$ cat config.mk
export PLATFORM = sky130hd
export DESIGN_NAME = unary_operand_driver_flat
export DESIGN_NICKNAME = d
export VERILOG_FILES = /design/src/rtl/unary_operand_driver_if.sv /design/src/rtl/unary_operand_driver.sv /design/src/flat_wrapper.sv
export SDC_FILE = /design/constraint.sdc
export NUM_CORES = 1
export LEC_CHECK = 0
export CORE_MARGIN = 2
export CORE_UTILIZATION = 56
export CTS_CLUSTER_SIZE = 28
export DETAILED_ROUTE_END_ITERATION = 10
export MAX_ROUTING_LAYER = met4
export PLACE_DENSITY = 0.84
export SLEW_MARGIN = 20
export SYNTH_ARGS = -nofsm -noshare
export SYNTH_HDL_FRONTEND = slang
export SYNTH_SLANG_ARGS = --single-unit
$ cat constraint.sdc
create_clock -name clk -period 4.7 [get_ports clk]
set_input_delay 0.94 -clock clk [delete_from_list [all_inputs] [get_ports clk]]
set_output_delay 0.94 -clock clk [all_outputs]
set_load 0.005 [all_outputs]
$ cat src/rtl/unary_operand_driver_if.sv
// Bundle between unary_operand_driver, its controller and the unary adder.
// Optional UNARY_DRV_CHECK_EN adds the self-check mismatch flag.
interface unary_operand_driver_if #(
    parameter int unsigned W = 4
);
    // Controller side
    logic         start;
    logic [W-1:0] op_a;
    logic [W-1:0] op_b;
    logic         busy;
    logic         done;
    logic [W-1:0] result;
    logic         carry;
`ifdef UNARY_DRV_CHECK_EN
    logic         mismatch;
`endif
    // Adder side
    logic         A;
    logic         B;
    logic         en;
    logic         read_or_write;
    logic         dout;
    logic         C;

    // Driver view
    modport master (
        input  start, op_a, op_b, dout, C,
`ifdef UNARY_DRV_CHECK_EN
        output mismatch,
`endif
        output A, B, en, read_or_write, busy, done, result, carry
    );

    // Environment view (controller plus adder)
    modport slave (
        output start, op_a, op_b, dout, C,
`ifdef UNARY_DRV_CHECK_EN
        input  mismatch,
`endif
        input  A, B, en, read_or_write, busy, done, result, carry
    );
endinterface

$ cat src/rtl/unary_operand_driver.sv
// Unary operand driver: streams two binary operands to a unary adder as unary
// bursts, waits for the adder's carry to settle, then drains the unary result
// back to binary. Define UNARY_DRV_CHECK_EN to add the result self-check.
module unary_operand_driver #(
    parameter int unsigned W          = 4,
    parameter int unsigned SETTLE_CYC = 3
) (
    input logic                     clk,
    input logic                     rst_n,
    unary_operand_driver_if.master  bus
);
    // Counter must reach 2^W (drain watchdog) and SETTLE_CYC-1.
    localparam int unsigned CntW = W + 1;
    localparam logic [CntW-1:0] WdLast     = CntW'(2 ** W);
    localparam logic [CntW-1:0] SettleLast = CntW'(SETTLE_CYC - 1);

    typedef enum logic [1:0] {StIdle, StSend, StSettle, StDrain} state_e;

    state_e          r_state, w_state_d;
    logic [CntW-1:0] r_cnt, w_cnt_d;
    logic [W-1:0]    r_op_a, w_op_a_d;
    logic [W-1:0]    r_op_b, w_op_b_d;
    logic [W-1:0]    r_acc, w_acc_d;
    logic [W-1:0]    r_result, w_result_d;
    logic            r_carry, w_carry_d;
    logic            r_busy, w_busy_d;
    logic            r_done, w_done_d;
    logic            r_a, w_a_d;
    logic            r_b, w_b_d;
    logic            r_en, w_en_d;
    logic            r_rw, w_rw_d;
    logic [W-1:0]    w_max;
    logic [W-1:0]    w_acc_inc;

    assign w_max     = (r_op_a > r_op_b) ? r_op_a : r_op_b;
    assign w_acc_inc = r_acc + W'(bus.dout);

    // Next-state, counters, accumulator and registered-output next values
    always_comb begin
        w_state_d  = r_state;
        w_cnt_d    = r_cnt;
        w_op_a_d   = r_op_a;
        w_op_b_d   = r_op_b;
        w_acc_d    = r_acc;
        w_result_d = r_result;
        w_carry_d  = r_carry;
        w_busy_d   = r_busy;
        w_done_d   = 1'b0;

        unique case (r_state)
            StIdle: begin
                // A start coinciding with the done pulse is dropped.
                if (bus.start && !r_done) begin
                    w_op_a_d  = bus.op_a;
                    w_op_b_d  = bus.op_b;
                    w_carry_d = 1'b0;
                    w_busy_d  = 1'b1;
                    w_cnt_d   = '0;
                    w_state_d = (bus.op_a == '0 && bus.op_b == '0) ? StSettle : StSend;
                end
            end
            StSend: begin
                w_carry_d = r_carry | bus.C;
                if (r_cnt == CntW'(w_max) - CntW'(1)) begin
                    w_cnt_d   = '0;
                    w_state_d = StSettle;
                end else begin
                    w_cnt_d = r_cnt + CntW'(1);
                end
            end
            StSettle: begin
                w_carry_d = r_carry | bus.C;
                if (r_cnt == SettleLast) begin
                    w_cnt_d   = '0;
                    w_acc_d   = '0;
                    w_state_d = StDrain;
                end else begin
                    w_cnt_d = r_cnt + CntW'(1);
                end
            end
            StDrain: begin
                w_carry_d = r_carry | bus.C;
                w_acc_d   = w_acc_inc;
                // k=0 is the adder's register lag, so a low dout there is not the end.
                if ((r_cnt != '0 && !bus.dout) || r_cnt == WdLast) begin
                    w_result_d = w_acc_inc;
                    w_done_d   = 1'b1;
                    w_busy_d   = 1'b0;
                    w_cnt_d    = '0;
                    w_state_d  = StIdle;
                end else begin
                    w_cnt_d = r_cnt + CntW'(1);
                end
            end
            default: w_state_d = StIdle;
        endcase

        // Stream outputs are registered from the next state and index.
        w_en_d = (w_state_d != StIdle);
        w_rw_d = (w_state_d == StDrain);
        w_a_d  = (w_state_d == StSend) && (w_cnt_d < CntW'(w_op_a_d));
        w_b_d  = (w_state_d == StSend) && (w_cnt_d < CntW'(w_op_b_d));
    end

    // State and output registers
    always_ff @(posedge clk or negedge rst_n) begin
        if (!rst_n) begin
            r_state  <= StIdle;
            r_cnt    <= '0;
            r_op_a   <= '0;
            r_op_b   <= '0;
            r_acc    <= '0;
            r_result <= '0;
            r_carry  <= 1'b0;
            r_busy   <= 1'b0;
            r_done   <= 1'b0;
            r_a      <= 1'b0;
            r_b      <= 1'b0;
            r_en     <= 1'b0;
            r_rw     <= 1'b0;
        end else begin
            r_state  <= w_state_d;
            r_cnt    <= w_cnt_d;
            r_op_a   <= w_op_a_d;
            r_op_b   <= w_op_b_d;
            r_acc    <= w_acc_d;
            r_result <= w_result_d;
            r_carry  <= w_carry_d;
            r_busy   <= w_busy_d;
            r_done   <= w_done_d;
            r_a      <= w_a_d;
            r_b      <= w_b_d;
            r_en     <= w_en_d;
            r_rw     <= w_rw_d;
        end
    end

    assign bus.A             = r_a;
    assign bus.B             = r_b;
    assign bus.en            = r_en;
    assign bus.read_or_write = r_rw;
    assign bus.busy          = r_busy;
    assign bus.done          = r_done;
    assign bus.result        = r_result;
    assign bus.carry         = r_carry;

`ifdef UNARY_DRV_CHECK_EN
    logic [W:0] w_sum;
    logic       w_mismatch_d;
    logic       r_mismatch;

    assign w_sum        = {1'b0, r_op_a} + {1'b0, r_op_b};
    assign w_mismatch_d = w_done_d &&
                          ((w_result_d != w_sum[W-1:0]) || (w_carry_d != w_sum[W]));

    // Self-check flag, valid only in the done cycle
    always_ff @(posedge clk or negedge rst_n) begin
        if (!rst_n) r_mismatch <= 1'b0;
        else        r_mismatch <= w_mismatch_d;
    end

    assign bus.mismatch = r_mismatch;
`endif

endmodule
$ cat src/flat_wrapper.sv
// flat-port wrapper written by rule: the top's interface ports become plain ports
module unary_operand_driver_flat 
#(
    parameter int unsigned W          = 4,
    parameter int unsigned SETTLE_CYC = 3
)
  (clk, rst_n, bus_start, bus_op_a, bus_op_b, bus_dout, bus_C, bus_A, bus_B, bus_en, bus_read_or_write, bus_busy, bus_done, bus_result, bus_carry);
  unary_operand_driver_if #(.W(W)) bus_i ();
  input logic clk;
  input logic rst_n;
  input wire logic [$bits(bus_i.start)-1:0] bus_start;
  input wire logic [$bits(bus_i.op_a)-1:0] bus_op_a;
  input wire logic [$bits(bus_i.op_b)-1:0] bus_op_b;
  input wire logic [$bits(bus_i.dout)-1:0] bus_dout;
  input wire logic [$bits(bus_i.C)-1:0] bus_C;
  output wire logic [$bits(bus_i.A)-1:0] bus_A;
  output wire logic [$bits(bus_i.B)-1:0] bus_B;
  output wire logic [$bits(bus_i.en)-1:0] bus_en;
  output wire logic [$bits(bus_i.read_or_write)-1:0] bus_read_or_write;
  output wire logic [$bits(bus_i.busy)-1:0] bus_busy;
  output wire logic [$bits(bus_i.done)-1:0] bus_done;
  output wire logic [$bits(bus_i.result)-1:0] bus_result;
  output wire logic [$bits(bus_i.carry)-1:0] bus_carry;
  assign bus_i.start = bus_start;
  assign bus_i.op_a = bus_op_a;
  assign bus_i.op_b = bus_op_b;
  assign bus_i.dout = bus_dout;
  assign bus_i.C = bus_C;
  assign bus_A = bus_i.A;
  assign bus_B = bus_i.B;
  assign bus_en = bus_i.en;
  assign bus_read_or_write = bus_i.read_or_write;
  assign bus_busy = bus_i.busy;
  assign bus_done = bus_i.done;
  assign bus_result = bus_i.result;
  assign bus_carry = bus_i.carry;
  unary_operand_driver #(.W(W), .SETTLE_CYC(SETTLE_CYC)) u_core (.clk(clk), .rst_n(rst_n), .bus(bus_i));
endmodule
# After elaboration in Yosys (flattened, before gate mapping)
# Index checks and enable logic that the tools add are counted.
op_classes:
  addsub: 3
  n_lt_le_gt_ge: 3
  n_eq_ne: 11
  n_mux: 25
  n_bitwise: 1
  n_reduce_logical: 19
ops:
  columns: ["op", "count"]
  rows:
  - ["$mux W4", 6]
  - ["$mux W5", 4]
  - ["$pmux W5 S4", 1]
  - ["$lt A5 B4 Y1", 2]
  - ["$mux W2", 5]
  - ["$logic_not A4 Y1", 2]
  - ["$pmux W2 S4", 1]
  - ["$pmux W4 S2", 1]
  - ["$eq A2 B2 Y1 const B", 3]
  - ["$ne A2 B1 Y1 const B", 3]
  - ["$reduce_bool A2 Y1", 3]
  - ["$add A5 B1 Y5 const B", 1]
  - ["$eq A5 B2 Y1 const B", 1]
  - ["$eq A5 B5 Y1", 1]
  - ["$eq A5 B5 Y1 const B", 1]
  - ["$logic_and A1 B1 Y1", 5]
  - ["$mux W1", 5]
  - ["$reduce_bool A5 Y1", 1]
  - ["$sub A4 B1 Y5 const B", 1]
  - ["$add A4 B1 Y4", 1]
  - ["$eq A2 B1 Y1 const B", 2]
  - ["$gt A4 B4 Y1", 1]
  - ["$pmux W1 S2", 2]
  - ["$reduce_and A2 Y1", 2]
  - ["other kinds (6)", 7]
totals:
  register_bits: 30
  inputBits: 13
  out_inout_bits: 11
  wordCells: 75

# Longest topological paths before layout
# Gate-level depths: netlist (run 1).
depth:
  word_depth: 8
  mapped_depth: 16
  depth_no_buf: 16

# Worst setup path after synthesis (run 1)
# OpenSTA, ideal clock, no wires.
synth_path:
  path_type: "reg2reg"
  start: "register u_core.r_op_b[1]"
  end: "register u_core.r_a, in the netlist u_core.bus.A"
  arrival_ns: 3.414
  required_ns: 4.599
  setup_slack_ns: 1.185
  stages_incl_launch_ff: 17
  synth_period_minus_slack_ns: 3.515
  cell_sequence: "dfrtp_1 -> inv_1 -> ha_1 -> and2b_1 -> o211ai_2 -> a21oi_4 -> mux2i_1 -> or4_1 -> a22o_1 -> o21ai_4 -> o21ai_0 -> a21o_1 -> ha_1 -> o21a_1 -> o21ai_0 -> a31oi_1 -> nor4_1"
synth_via:
  elab_chain_cells: 8
synth_rtl:
  columns: ["item", "line_no", "rtl"]
  rows:
  - ["start, declared", "unary_operand_driver.sv:22", "logic [W-1:0] r_op_b, w_op_b_d;"]
  - ["start signal, assigned", "unary_operand_driver.sv:125", "r_op_b <= w_op_b_d;"]
  - ["$gt A4 B4 Y1", "unary_operand_driver.sv:35", "assign w_max = (r_op_a > r_op_b) ? r_op_a : r_op_b;"]
  - ["$mux W4 (*)", "unary_operand_driver.sv:35", null]
  - ["$sub A4 B1 Y5 (*)", "unary_operand_driver.sv:64", "if (r_cnt == CntW'(w_max) - CntW'(1)) begin"]
  - ["$eq A5 B5 Y1 (*)", "unary_operand_driver.sv:64", null]
  - ["$mux W5 (*)", "unary_operand_driver.sv:64", null]
  - ["$pmux W5 S4 (*)", "unary_operand_driver.sv:50", "unique case (r_state)"]
  - ["net u_core.w_cnt_d[2]", "unary_operand_driver.sv:20", "logic [CntW-1:0] r_cnt, w_cnt_d;"]
  - ["$lt A5 B4 Y1 (*)", "unary_operand_driver.sv:101", "w_a_d = (w_state_d == StSend) && (w_cnt_d < CntW'(w_op_a_d));"]
  - ["$logic_and A1 B1 Y1 (*)", "unary_operand_driver.sv:101", null]
  - ["net u_core.w_a_d", "unary_operand_driver.sv:28", "logic r_a, w_a_d;"]
  - ["end signal, assigned", "unary_operand_driver.sv:131", "r_a <= w_a_d;"]
  - ["end, declared", "unary_operand_driver.sv:28", null]
# Mark *: on every way through the listed nets, which the timed path passes. The rest lies on a longest branch.
# A chain may end at the register's enable or synchronous reset.

# Final worst setup path (run 1)
layout_path:
  start: "register u_core.r_op_b[1]"
  end: "register u_core.r_b, in the netlist u_core.bus.B"
layout_via:
  elab_chain_cells: 8
layout_rtl:
  columns: ["item", "line_no", "rtl"]
  rows:
  - ["$gt A4 B4 Y1", "unary_operand_driver.sv:35", null]
  - ["$mux W4 (*)", "unary_operand_driver.sv:35", null]
  - ["$sub A4 B1 Y5 (*)", "unary_operand_driver.sv:64", null]
  - ["$eq A5 B5 Y1 (*)", "unary_operand_driver.sv:64", null]
  - ["$mux W5 (*)", "unary_operand_driver.sv:64", null]
  - ["$pmux W5 S4 (*)", "unary_operand_driver.sv:50", null]
  - ["net u_core.w_cnt_d[2]", "unary_operand_driver.sv:20", null]
  - ["$lt A5 B4 Y1 (*)", "unary_operand_driver.sv:102", "w_b_d = (w_state_d == StSend) && (w_cnt_d < CntW'(w_op_b_d));"]
  - ["$logic_and A1 B1 Y1 (*)", "unary_operand_driver.sv:102", null]
  - ["net u_core.w_b_d", "unary_operand_driver.sv:29", "logic r_b, w_b_d;"]
  - ["end signal, assigned", "unary_operand_driver.sv:132", "r_b <= w_b_d;"]
  - ["end, declared", "unary_operand_driver.sv:29", null]
# Marked as above.

==> results of run 1 <==
## Yosys cell counts, drive strengths merged (2+ instances only)
cell    instances  share of area, %
mux2            3               1.6
a31oi           4               1.2
and2            2              0.60
nand2b          8               2.4
nor3b           2              0.72
mux2i          12               5.8
a32o            2              0.97
a211oi          3               1.1
ha             20                12
o22ai           2              0.60
nor3            2              0.48
o21a            3               1.1
nor2           10               1.8
nor4            6               1.8
nand3           5               1.2
inv            23               4.2
a211o           4               1.9
nor2b           4               1.2
a22o            2              0.85
o211ai          5               2.1
clkbuf          5              0.91
a21oi           6               2.0
nand2          27               4.9
dfrtp          30                36
o21ai          15               4.4
nand4           3              0.91
o31ai           5               2.1
## cell type report
class,count,share of cell area [%]
inverter,23,3.55
clock inverter,1,0.206
timing repair buffer,24,9.78
multi-input combinational,166,49.5
clock buffer,7,3.55
tap,48,2.47
sequential,30,30.9
## per-stage QoR
stage,util (%),setup WS [ns]
after floorplan,-,1.18
after global placement,64.9,0.944
after global routing,67.4,0.469
final,67.4,0.746
after detailed placement,64.9,0.837
after CTS,67.4,0.755
## worst paths after layout
| check | end | startpoint | cells after the start |
|---|---|---|---|
| worst max-delay path | u_core.bus.B | u_core.r_op_b[1] | 16 |
| worst min-delay path | u_core.bus.result[3] | u_core.bus.result[3] | 2 |
| worst max register to register | u_core.bus.B | u_core.r_op_b[1] | 16 |
| worst min register to register | u_core.bus.result[3] | u_core.bus.result[3] | 2 |
| max in group asynchronous | u_core.r_cnt[3] | rst_n | 2 |
| min in group asynchronous | u_core.r_cnt[2] | rst_n | 2 |
## where the power goes
group	internal, W	switching, W
logic	0.000460	0.000603
registers	0.000345	0.000105
clock network	0.000118	0.0000960
total	0.000923	0.000805
## sequential cells by signal (all words and copies together), names as in the netlist
name                      count
u_core.bus.done               1
u_core.r_cnt                  5
u_core.bus.B                  1
u_core.r_acc                  4
u_core.bus.busy               1
u_core.bus.en                 1
u_core.bus.A                  1
u_core.bus.carry              1
u_core.r_state                2
u_core.r_op_b                 4
u_core.bus.read_or_write      1
u_core.bus.result             4
u_core.r_op_a                 4
## worst max-delay path, cell delays in order (launching register included)
cell and delay [ns]:
dfrtp_1 0.46, inv_1 0.09, ha_1 0.32, and2b_1 0.17, o211ai_2 0.29, a21oi_4 0.15
mux2i_1 0.17, or4_1 0.53, a22o_1 0.29, o21ai_4 0.25, o21ai_0 0.10, a21o_1 0.22
ha_1 0.27, o21a_1 0.10, o21ai_0 0.17, a31oi_1 0.06, nor4_1 0.20
## per-layer routing
layer | track usage, % | wire, µm | vias up
met1 | 37.1 | 2230 | 836
met2 | 40.7 | 2230 | 62
met4 | 9.84 | 95 | 0
met5 | - | 0 | -
met3 | 4.86 | 279 | 10
li1 | - | - | 859
## cells by family after synthesis
logic type      after synthesis  share of synthesized area, %
mux                          15                          7.43
fa+ha+maj                    20                          12.1
flops                        30                          36.3
buf+inv                      29                          5.62
compound gates               55                          19.8
simple gates                 74                          17.9
xor+xnor                      2                         0.846
==> flow_summary.yaml, run 1 <==
final_layout:
  final_cell_mix: "dfrtp_1, nand2_1, inv_1, clkdlybuf4s50_1, ha_1"
  layout.nets: 283
  seq_area_um2: 751
  final_area_um2: 2430
  fillerInstances: 278
  stdcell_count: 299
  multiInputGateArea_um2: 1200
  drive_gt1_share_pct: 7.97
  area_delta_synth_final_pct: 17.3
  diodes: 0
  final_common_cell: "dfrtp_1"
yosys:
  seq_area_frac_synth_pct: 36.3
  avgSynthCellArea_um2: 9.20
  ys_ff_latch: 30
  synthArstFlopShare_pct: 100
  synth_cell_type_count: 45
  postSynthCellCount: 225
  ys.flop_type: "dfrtp_1"
  syn_area_um2: 2070
  synthesis.nets: 258
  synth-edff-count: 0
  yosys_warnings: 0
placed_design:
  gp_congestion: 0.868
  placed_cells: 291
  port_buffers: 23
  postPlaceCellArea_um2: 2340
  hpwlAfterDp_mm: 3.60
clocking:
  clk_pin_slew_ns: 0.06
  cts.sink_count: 30
  clockBufferDepth: 2
  cts_root_buf: "clkbuf_8"
  numCtsBuffers: 5
  insertion_delay_ns: 0.28
  cts_tree: "built"
  cts_hold_buf: 0
  post_cts_buffers: 0
  htree_num_levels: 2
  cts_resized: 0
floorplan:
  core-area_um2: 3610
  die_h_um: 64.8
  dieArea_um2: 4200
  start_util_pct: 57.4
  num_rows: 22
  die_w_um: 64.8
  ioPinCount: 24
hold_path:
  worstHoldPathType: "reg -> reg"
drt:
  drc: 0
  wirelength_mm: 4.83
  viasPerCell: 5.91
  drtIter0Drc: 95
  vias: 1767
  drt-pass1-iter-count: 4
  ant_nets: 0
  wl_per_cell_um: 16.1
worst_setup_path:
  rrSetupSlack_ns: 0.75
  crit_arrival_ns: 4.13
  crit_fanout: 7
  setup.worst_path.class: "reg -> reg"
  setup.worst_path.start_class: "flip-flop"
  required_ns: 4.88
  end_kind: "flip-flop"
run_status:
  outcome: "completed"
timing:
  setup_viol: 0
  max_freq_mhz: 253
  whs_ns: 0.484
  slew_headroom_pct: 63.5
  hold_viol_final: 0
  grt_setup_unrepaired: "false"
  period_needed_ns: 3.95
  finalMaxSlewViolations: 0
  max_slew.worst_pin.slew_ns: 0.540
  fin_skew_ns: 0.00492
  tns_ns: 0
  min_period_over_period_pct: 84.1
grt:
  grt.overflow.total: 0
  grt_pass1_wl_mm: 8.42
  antenna_found_initial: 0
  grt_pass1_vias: 1745
  grt_start_max_net_pins: 31
  track_usage_pct: 27.1
pwr:
  ir_worst_vdd_mv: 0.447
  leakagePower_nw: 1.14
  power_w: 0.00173
  p_per_area_nw_per_um2: 711
job:
  drv_cap: 0
Power figures use the tool's default switching activity.
==> run 2: changes to the inputs <==
clock period = 4.11 ns   (was 4.7 ns; I/O delays follow)
==> run 2 against run 1 <==
  * Register-to-register slack got worse by 0.47 ns
  * Clock-buffer cell count did not move
  * Worst hold slack about the same
  * Sequential cell count unchanged
  * Largest cell class unchanged
==> flow_summary.yaml, run 2 (synthesis results as in run 1) <==
clocking:
  clockBufferDepth: 2
  cts_tree: "built"
  numCtsBuffers: 5
  insertion_delay_ns: 0.28
  cts.sink_count: 30
  cts_hold_buf: 0
  clk_pin_slew_ns: 0.06
  cts_root_buf: "clkbuf_8"
  htree_num_levels: 2
worst_setup_path:
  required_ns: 4.28
  crit_fanout: 6
  setup.worst_path.class: "reg -> reg"
  critical_path.most_common_cell: "ha_1"
  path_cells: "inv_1, ha_1, and2b_1, o211ai_4, a21oi_4, mux2i_1, or4_1, a22o_2, o21ai_4, o21ai_0, a21o_1, ha_1, o21a_1, o21ai_1, a31oi_1, nor4_1"
  setup.worst_path.start_class: "flip-flop"
  slowest_delay_ns: 0.54
  r2r-start: "u_core.r_op_b[1]"
  end_kind: "flip-flop"
  rr_endpoint: "u_core.bus.B"
  rrSetupSlack_ns: 0.27
  crit_arrival_ns: 4.01
  crit_slowest_cell: "or4_1"
  r2r_cells: 16
pwr:
  ir_worst_vdd_mv: 0.513
  leakagePower_nw: 1.17
  p_per_area_nw_per_um2: 834
floorplan:
  start_util_pct: 57.4
  ioPinCount: 24
  core-area_um2: 3610
  num_rows: 22
  die_w_um: 64.8
  dieArea_um2: 4200
  die_h_um: 64.8
final_layout:
  seq_area_um2: 753
  diodes: 0
  drive_gt1_share_pct: 11.7
  layout.nets: 288
  largest_register: "u_core.r_cnt"
  largest_reg_flops: 5
  fin_util_pct: 68.9
  final_common_cell: "dfrtp_1"
  final_cell_mix: "dfrtp_1, nand2_1, inv_1, clkdlybuf4s50_1, ha_1"
  multiInputGateArea_um2: 1220
  area_delta_synth_final_pct: 20.1
  fillerInstances: 261
hold_path:
  worstHoldPathType: "reg -> reg"
  hold_path_startpoint: "u_core.bus.result[1]"
  min_path_cells: 2
  hold_path_end: "u_core.bus.result[1]"
drt:
  drt-pass1-iter-count: 4
  ant_nets: 0
  drtIter0Drc: 55
  viasPerCell: 5.85
  vias: 1777
  drc: 0
  wirelength_mm: 4.78
  wl_per_cell_um: 15.7
timing:
  slew_headroom_pct: 65.9
  grt_setup_unrepaired: "false"
  finalMaxSlewViolations: 0
  tns_ns: 0
  setup_viol: 0
  hold_viol_final: 0
  period_needed_ns: 3.84
  max_slew.worst_pin.slew_ns: 0.505
  min_period_over_period_pct: 93.4
  fin_skew_ns: 0.00376
  max_freq_mhz: 261
run_status:
  outcome: "completed"
grt:
  grt_pass1_vias: 1699
  antenna_found_initial: 0
  grt_pass1_wl_mm: 8.11
  track_usage_pct: 26.0
  grt_start_max_net_pins: 31
  grt.overflow.total: 0
placed_design:
  port_buffers: 23
  gp_congestion: 0.890
  hpwlAfterDp_mm: 3.47
job:
  drv_cap: 0
-- run 2: per-stage QoR --
stage	instances	cell area [µm²]	hold WS, ns	worst slack [ns]	power [W]
5_1_grt	304	2490	0.491	0.00721	0.00225
6_report	304	2490	0.484	0.272	0.00207
3_3_place_gp	292	2350	0.464	0.351	0.00167
2_1_floorplan	225	2070	0.470	0.595	0.00140
3_5_place_dp	292	2350	0.470	0.187	0.00170
4_1_cts	300	2440	0.486	0.144	0.00195
-- run 2: power breakdown --
part	leakage [nW]	switching [W]	total [W]	internal, W
Combinational	0.743	0.000728	0.00132	0.000595
Clock	0.0482	0.000108	0.000243	0.000135
Sequential	0.377	0.000111	0.000507	0.000396
Total	1.17	0.000947	0.00207	0.00113
-- run 2: worst max path at each step --
stage | start | to | slack, ns
4_1_cts | u_core.r_op_b[1] | u_core.bus.B | 0.14
6_report | u_core.r_op_b[1] | u_core.bus.B | 0.27
5_1_grt | u_core.r_op_b[1] | u_core.bus.B | 0.007
3_3_place_gp | u_core.r_op_b[1] | u_core.bus.A | 0.35
2_1_floorplan | u_core.r_op_b[1] | u_core.bus.A | 0.59
3_5_place_dp | u_core.r_op_b[1] | u_core.bus.B | 0.19
-- run 2: layer usage --
metal  track usage, %  vias up  wire, µm  share of wire, %
li1                 -      870         -                 -
met1             36.8      839      2290                48
met2             37.1       58      2150                45
met3             5.73       10       262               5.5
met4             8.78        0        78               1.6
met5                -        -         0                 0
-- run 2: critical path, delay by kind of cell, from the launching register on --
| kind | cells | cell delay [ns] |
|---|---|---|
| muxes | 1 | 0.15 |
| DFF | 1 | 0.42 |
| AOI/OAI and AO/OA | 9 | 1.51 |
| and+or+nand+nor | 3 | 1.04 |
| adders and majority gates | 2 | 0.52 |
| buffers and inverters | 1 | 0.09 |
-- run 2: what timing repair did --
item,in CTS,in global routing
endpoints found under the setup margin,0,2
resized for setup,0,8
buffers inserted,0,4
-- run 2: area by class of cell --
type,instances,area share [%]
multi-input cells,166,49.1
flip-flops and latches,30,30.3
repair buffers,29,11.1
clock buffers,7,3.47
inverters,23,3.47
well taps,48,2.42
clock inverters,1,0.201
